[config.mk]
export PLATFORM = sky130hd
export DESIGN_NAME = shift_sequencer
export DESIGN_NICKNAME = d
export VERILOG_FILES = /design/src/rtl/shift_sequencer.sv
export SDC_FILE = /design/constraint.sdc
export NUM_CORES = 1
export LEC_CHECK = 0
export CAP_MARGIN = 20
export CORE_UTILIZATION = 47
export DETAILED_ROUTE_END_ITERATION = 12
export MAX_ROUTING_LAYER = met4
export PLACE_DENSITY = 0.83
export SLEW_MARGIN = 30
export SYNTH_ARGS = -nofsm -noshare
export SYNTH_HDL_FRONTEND = slang
export SYNTH_SLANG_ARGS = --single-unit
[constraint.sdc]
create_clock -name clk -period 2.8 [get_ports clk]
set_input_delay 0.84 -clock clk [delete_from_list [all_inputs] [get_ports clk]]
set_output_delay 0.84 -clock clk [all_outputs]
set_load 0.03 [all_outputs]
[src/rtl/shift_sequencer.sv]
// Multi-cycle signed shifter: splits a long shift into passes of at most STEP_MAX positions,
// accumulating right-shift sticky and left-shift overflow flags along the way.
module shift_sequencer #(
    parameter int unsigned WIDTH     = 16,
    parameter int unsigned STEP_BITS = 2,
    parameter int unsigned AMT_BITS  = 5
) (
    input  logic                clk,
    input  logic                rst,
    input  logic                in_valid,
    output logic                in_ready,
    input  logic [WIDTH-1:0]    in_data,
    input  logic [AMT_BITS-1:0] in_amt,
    input  logic                in_dir,
    output logic                out_valid,
    input  logic                out_ready,
    output logic [WIDTH-1:0]    out_data,
    output logic                out_sticky,
    output logic                out_ovf,
    output logic [AMT_BITS-1:0] out_passes
);

    localparam int unsigned STEP_MAX = (2 ** STEP_BITS) - 1;

    typedef enum logic [1:0] {StIdle, StShift, StDone} state_e;

    state_e                state_q, state_d;
    logic [WIDTH-1:0]      data_q, data_d;
    logic                  dir_q, dir_d;
    logic [AMT_BITS-1:0]   rem_q, rem_d;
    logic                  sticky_q, sticky_d;
    logic                  ovf_q, ovf_d;
    logic [AMT_BITS-1:0]   passes_q, passes_d;

    logic [STEP_BITS-1:0]  step;
    logic [WIDTH-1:0]      drop_mask;
    logic                  ovf_hit;

    always_comb begin
        if (rem_q > AMT_BITS'(STEP_MAX)) begin
            step = STEP_BITS'(STEP_MAX);
        end else begin
            step = rem_q[STEP_BITS-1:0];
        end
        drop_mask = ~({WIDTH{1'b1}} << step);
        // Left pass overflows if any of the top step bits below the MSB differ from it.
        ovf_hit = 1'b0;
        for (int unsigned i = 1; i <= STEP_MAX; i++) begin
            if (i <= 32'(step) && (data_q[WIDTH-1-i] != data_q[WIDTH-1])) begin
                ovf_hit = 1'b1;
            end
        end
    end

    always_comb begin
        state_d  = state_q;
        data_d   = data_q;
        dir_d    = dir_q;
        rem_d    = rem_q;
        sticky_d = sticky_q;
        ovf_d    = ovf_q;
        passes_d = passes_q;
        unique case (state_q)
            StIdle: begin
                if (in_valid) begin
                    data_d   = in_data;
                    dir_d    = in_dir;
                    rem_d    = in_amt;
                    sticky_d = 1'b0;
                    ovf_d    = 1'b0;
                    passes_d = '0;
                    state_d  = (in_amt != '0) ? StShift : StDone;
                end
            end
            StShift: begin
                if (dir_q) begin
                    data_d   = WIDTH'($signed(data_q) >>> step);
                    sticky_d = sticky_q | (|(data_q & drop_mask));
                end else begin
                    data_d = data_q << step;
                    ovf_d  = ovf_q | ovf_hit;
                end
                rem_d    = rem_q - AMT_BITS'(step);
                passes_d = passes_q + AMT_BITS'(1);
                if (rem_d == '0) begin
                    state_d = StDone;
                end
            end
            StDone: begin
                if (out_ready) begin
                    state_d = StIdle;
                end
            end
            default: state_d = StIdle;
        endcase
    end

    always_ff @(posedge clk) begin
        if (rst) begin
            state_q  <= StIdle;
            data_q   <= '0;
            dir_q    <= 1'b0;
            rem_q    <= '0;
            sticky_q <= 1'b0;
            ovf_q    <= 1'b0;
            passes_q <= '0;
        end else begin
            state_q  <= state_d;
            data_q   <= data_d;
            dir_q    <= dir_d;
            rem_q    <= rem_d;
            sticky_q <= sticky_d;
            ovf_q    <= ovf_d;
            passes_q <= passes_d;
        end
    end

    assign in_ready   = (state_q == StIdle);
    assign out_valid  = (state_q == StDone);
    assign out_data   = data_q;
    assign out_sticky = sticky_q;
    assign out_ovf    = ovf_q;
    assign out_passes = passes_q;

endmodule

== After elaboration in Yosys (flattened, before gate mapping) ==
Cells that the tools add are included.
Storage, ports and cells
  register bits: 31
  RAM bits: 0
  bits in read-only memories: 0
  bits in latches: 0
  output and inout bits: 25
  memories: 0
Operators by class
  mux-type cells: 21
  equal/unequal tests: 10
  magnitude comparators: 4
  divide/modulo/power cells: 0
  reduce and logical (&&, ||, !) cells: 13
  bitwise operators: 4
  shift-type cells: 3
  add/subtract/negate cells: 2
  $mul: 0
Operators by type and width (number)
  two-way mux 16 bit: 2
  one-hot mux 16 bit (2 select lines): 1
  one-hot mux 5 bit (2 select lines): 2
  bitwise AND 16 bit: 1
  inverter 16 bit: 1
  OR reduction 16 bit: 1
  left shift 16 x 2 -> 16 bit: 1
  left shift 16 x 2 -> 16 bit (first input constant): 1
  >>> shifter 16 x 2 -> 16 bit: 1
  two-way mux 2 bit: 5
  two-way mux 5 bit: 2
  AND reduction 3 bit: 3
  inequality test 2 bit (second input constant): 4
  two-way mux 1 bit: 6
  one-hot mux 2 bit (3 select lines): 1
  adder 5 x 1 -> 5 bit (second input constant): 1
  > comparator 5 x 2 -> 1 bit (second input constant): 1
  zero test 5 bit: 1
  nonzero test 5 bit: 1
  subtractor 5 x 2 -> 5 bit: 1
  <= comparator 2 bit (first input constant): 2
  one-hot mux 1 bit (2 select lines): 2
  AND reduction 2 bit: 2
  logical AND 1 bit: 3
  8 further kinds: 11

== Longest topological paths before layout ==
  depth in word-level cells: 10
  mapped depth: 9
  mapped depth without buffers: 8

== Least setup slack after synthesis ==
OpenSTA, ideal clock, no wires.
  path type: register -> register
  start: reg rem_q[0]
  end: reg state_q[1]
  library setup time: 0.092 ns
  buffers on the path: 2
  cell stages (with the launch flop): 10
  required time: 2.708 ns
  path slack: 0.608 ns
  data arrival time: 2.100 ns
  clock period less this slack: 2.192 ns
  cell sequence: dfxtp_1 -> buf_2 -> buf_1 -> nand2b_1 -> ha_1 -> nand2b_1 -> a221o_1 -> a211oi_1 -> a211oi_1 -> nor4_1
On the way
  word-level cells in the longest chain between the ends: 6
Ends and longest elaborated chain
  start, declared: RTL line 30  | logic [AMT_BITS-1:0] rem_q, rem_d;
  start signal, assigned: RTL line 111  | rem_q <= rem_d;
  > comparator 5 x 2 -> 1 bit: RTL line 40  | if (rem_q > AMT_BITS'(STEP_MAX)) begin
  two-way mux 2 bit: RTL line 40
  subtractor 5 x 2 -> 5 bit (*): RTL line 83  | rem_d = rem_q - AMT_BITS'(step);
  zero test 5 bit (*): RTL line 85  | if (rem_d == '0) begin
  inequality test 2 bit (no source line) (*)
  AND reduction 3 bit (no source line) (*)
  end signal, assigned: RTL line 100  | state_q <= StIdle;
  end signal, assigned: RTL line 108  | state_q <= state_d;
  end, declared: RTL line 27  | state_e state_q, state_d;
Every way passes the cells marked *; elsewhere a longest branch is shown, timed or not.
A chain may end at the register's enable or synchronous reset.

== Worst setup path after layout ==
  start: reg state_q[1]
  end: out in_ready
On the way
  word-level cells in the longest chain between the ends: 1
Ends and longest elaborated chain
  zero test 2 bit: RTL line 118  | assign in_ready = (state_q == StIdle);
  end, declared: RTL line 11  | output logic in_ready,
Every way passes these cells.

==> flow_summary.ini <==
[synth]
syn_inst = 330
async_flop_share_pct = 0
synth_fa_ha_area_share_pct = 0.996
seq_area_frac_synth_pct = 24.7
synth_area_um2 = 2510
synth_nets = 358
synth_seq_cells = 31
synthMuxAreaShare_pct = 10.2
synth_compound_area_share_pct = 29.5
syn_area_per_cell_um2 = 7.62
synth_top_area_cell = dfxtp_1
synth_top_family_by_area = compound AO/OA/AOI/OAI gates
yosys_warnings = 0
synth_ff_type = dfxtp_1
synth-xor-area-share_pct = 1.05
synth_top_cell_area_share_pct = 24.7
netlist-cell-type-count = 56
synth.area.top_cells = dfxtp_1 25%, nand2_1 5.8%, mux2i_1 4.8%, mux4_2 4.5%, a21oi_1 4.2%
synthSimpleGateAreaFrac_pct = 25.0
synth_edf_count = 0

[power_and_ir_drop]
clkPwrFrac_pct = 13.4
power_switching_uw = 1240
powerDensity_nw_per_um2 = 836
p_sw_share_pct = 47.9
vdd_drop_max_mv = 0.406
combPwrFrac_pct = 58.6
seqPwrFrac_pct = 28.1
leakage_uw = 0.00113
cellInternalPower_uw = 1350

[timing]
layout_min_cycle_time_ns = 2.48
setup_tns_ns = 0
fmax_mhz = 403
setup_viol = 0
worst-slew-pin-transition_ns = 0.769
worst_slew_margin_rel_pct = 48.5
finalHoldViolCount = 0
rsz0062_at_grt = false
drv_slew = 0
fin_skew_ns = 0.00589
fin_crit_sh_pct = 88.5

[placement]
dp_hpwl_um = 4960
numPortBuffers = 50
placement.cell_area_um2 = 3030
dp_cells = 427
gp_congestion = 0.957

[flow_run]
cap_violations = 0

[cts]
numCtsBuffers = 5
clockBufferDepth = 2
holdBufCountCts = 0
cts_tree = yes
clock_latency_ns = 0.29
post_cts_buffers = 0
cts_resized = 0
clk_pin_slew_ns = 0.06
numClockSinks = 31
cts_root_buf = clkbuf_8
htreeDepth = 2

[floorplanning]
num_rows = 26
die_w_um = 75.1
die_y_um = 75.1
die-area_um2 = 5640
start_util_pct = 48.9
io_pins = 51
core_um2 = 5140

[routing]
routed.top_layer = met4
via_per_inst = 6.39
routed_wl_um = 7350
drcViolationCount = 0
drtIter0Drc = 262
route.layer.met1.wl_um = 3140
antenna_left = 0
drt_pre_antenna_iters = 5
dr_total_vias = 2781
wl_met3_um = 563
wire_per_inst_um = 16.9
wl_met2_um = 3560

[grt]
grt_pass1_vias = 2505
track_usage_pct = 28.5
antenna_found_initial = 0
grt_max_degree = 33
grt_pass1_wl_um = 11900
globalRouteOverflowTotal = 0

[cells_and_area]
num-nets-final = 392
drive_above_1_share_pct = 9.86
areaGrowthSynthToFinish_pct = 23.7
final_cell_mix = 50 x clkdlybuf4s50_1, 39 x nand2_1, 31 x dfxtp_1
final_cell_area_um2 = 3110
final_cells = 435
final_common_cell = clkdlybuf4s50_1
num_antenna_cells = 0

[setup_path]
worstPathArrival_ns = 1.64
cp_max_fo = 14
worstPathCellList = buf_4 > nor2_1 > clkdlybuf4s50_1
max_stage_delay_ns = 0.68
endpoint_kind = output pin
path_class = reg -> out
crit_path_top_delay_cell = clkdlybuf4s50_1
startpoint_type = register
worstPathRequired_ns = 1.96

[outcome]
status = finished, final reports clean

[worst_hold_path]
hold_path.class = reg -> reg
## cell families after synthesis
| kind of cell | count (synthesis) |
|---|---|
| compound gates | 102 |
| mux | 19 |
| buf+inv | 48 |
| xor+xnor | 3 |
| fa+ha+maj | 2 |
| flops | 31 |
| simple gates | 125 |
## critical path, delay by kind of cell (launching register included)
family	cells	cell delay, ns
buffers and inverters	2	0.87
flip-flops	1	0.33
AND/OR/NAND/NOR	1	0.14
## state kept, by name (all words and copies together) (netlist names)
signal and flops:
out_data 16, out_sticky 1, out_ovf 1, rem_q 5, out_passes 5, dir_q 1
state_q 2
## cells in the mapped netlist (8+ instances only)
library cell,instances
o211ai_1,9
buf_2,11
dfxtp_1,31
a22oi_1,11
inv_1,12
mux2i_1,12
a311oi_1,8
nand2b_1,11
a21oi_1,21
clkbuf_1,20
nor2_1,28
nand2_1,39
a211oi_1,12
nor3_1,11
## area by class of cell
| class | count | area, µm² |
|---|---|---|
| fillers | 487 | 2030 |
| flip-flops and latches | 31 | 621 |
| inverters | 12 | 45.0 |
| clock inverters | 1 | 5.00 |
| repair buffers | 63 | 598 |
| multi-input cells | 251 | 1680 |
| well taps | 70 | 87.6 |
| clock buffers | 7 | 76.3 |
## through the flow
step | setup slack [ns] | total power [µW] | hold slack, ns | utilization (%)
floorplan | 0.608 | 1840 | 0.561 | -
global placement | 0.345 | 2210 | 0.471 | 58.9
detailed placement | 0.303 | 2240 | 0.471 | 58.9
CTS | 0.307 | 2590 | 0.480 | 60.5
global route | 0.191 | 2780 | 0.508 | 60.5
finish | 0.321 | 2600 | 0.474 | 60.5
## routing by layer
layer / vias to the layer above / track usage (%)
li1: 1306 / -
met1: 1306 / 36.0
met2: 156 / 46.6
met3: 13 / 3.61
met4: 0 / 10.3
met5: - / -
## final timing paths
| kind | start | to | depth (start not counted) | slack (ns) |
|---|---|---|---|---|
| max | state_q[1] | in_ready | 3 | 0.32 |
| min | out_passes[4] | out_passes[4] | 1 | 0.47 |
| max reg2reg | rem_q[2] | state_q[1] | 8 | 0.44 |
| min reg2reg | out_passes[4] | out_passes[4] | 1 | 0.47 |
## power by group through the flow
| stage | Sequential (µW) | Combinational [µW] | Clock, µW |
|---|---|---|---|
| global placement | 726 | 1480 | 0 |
| floorplan | 748 | 1090 | 0 |
| finish | 729 | 1520 | 347 |
| CTS | 723 | 1510 | 356 |
| detailed placement | 733 | 1500 | 0 |
| global route | 746 | 1650 | 380 |
Note: power is estimated with default switching activity, not from simulation.
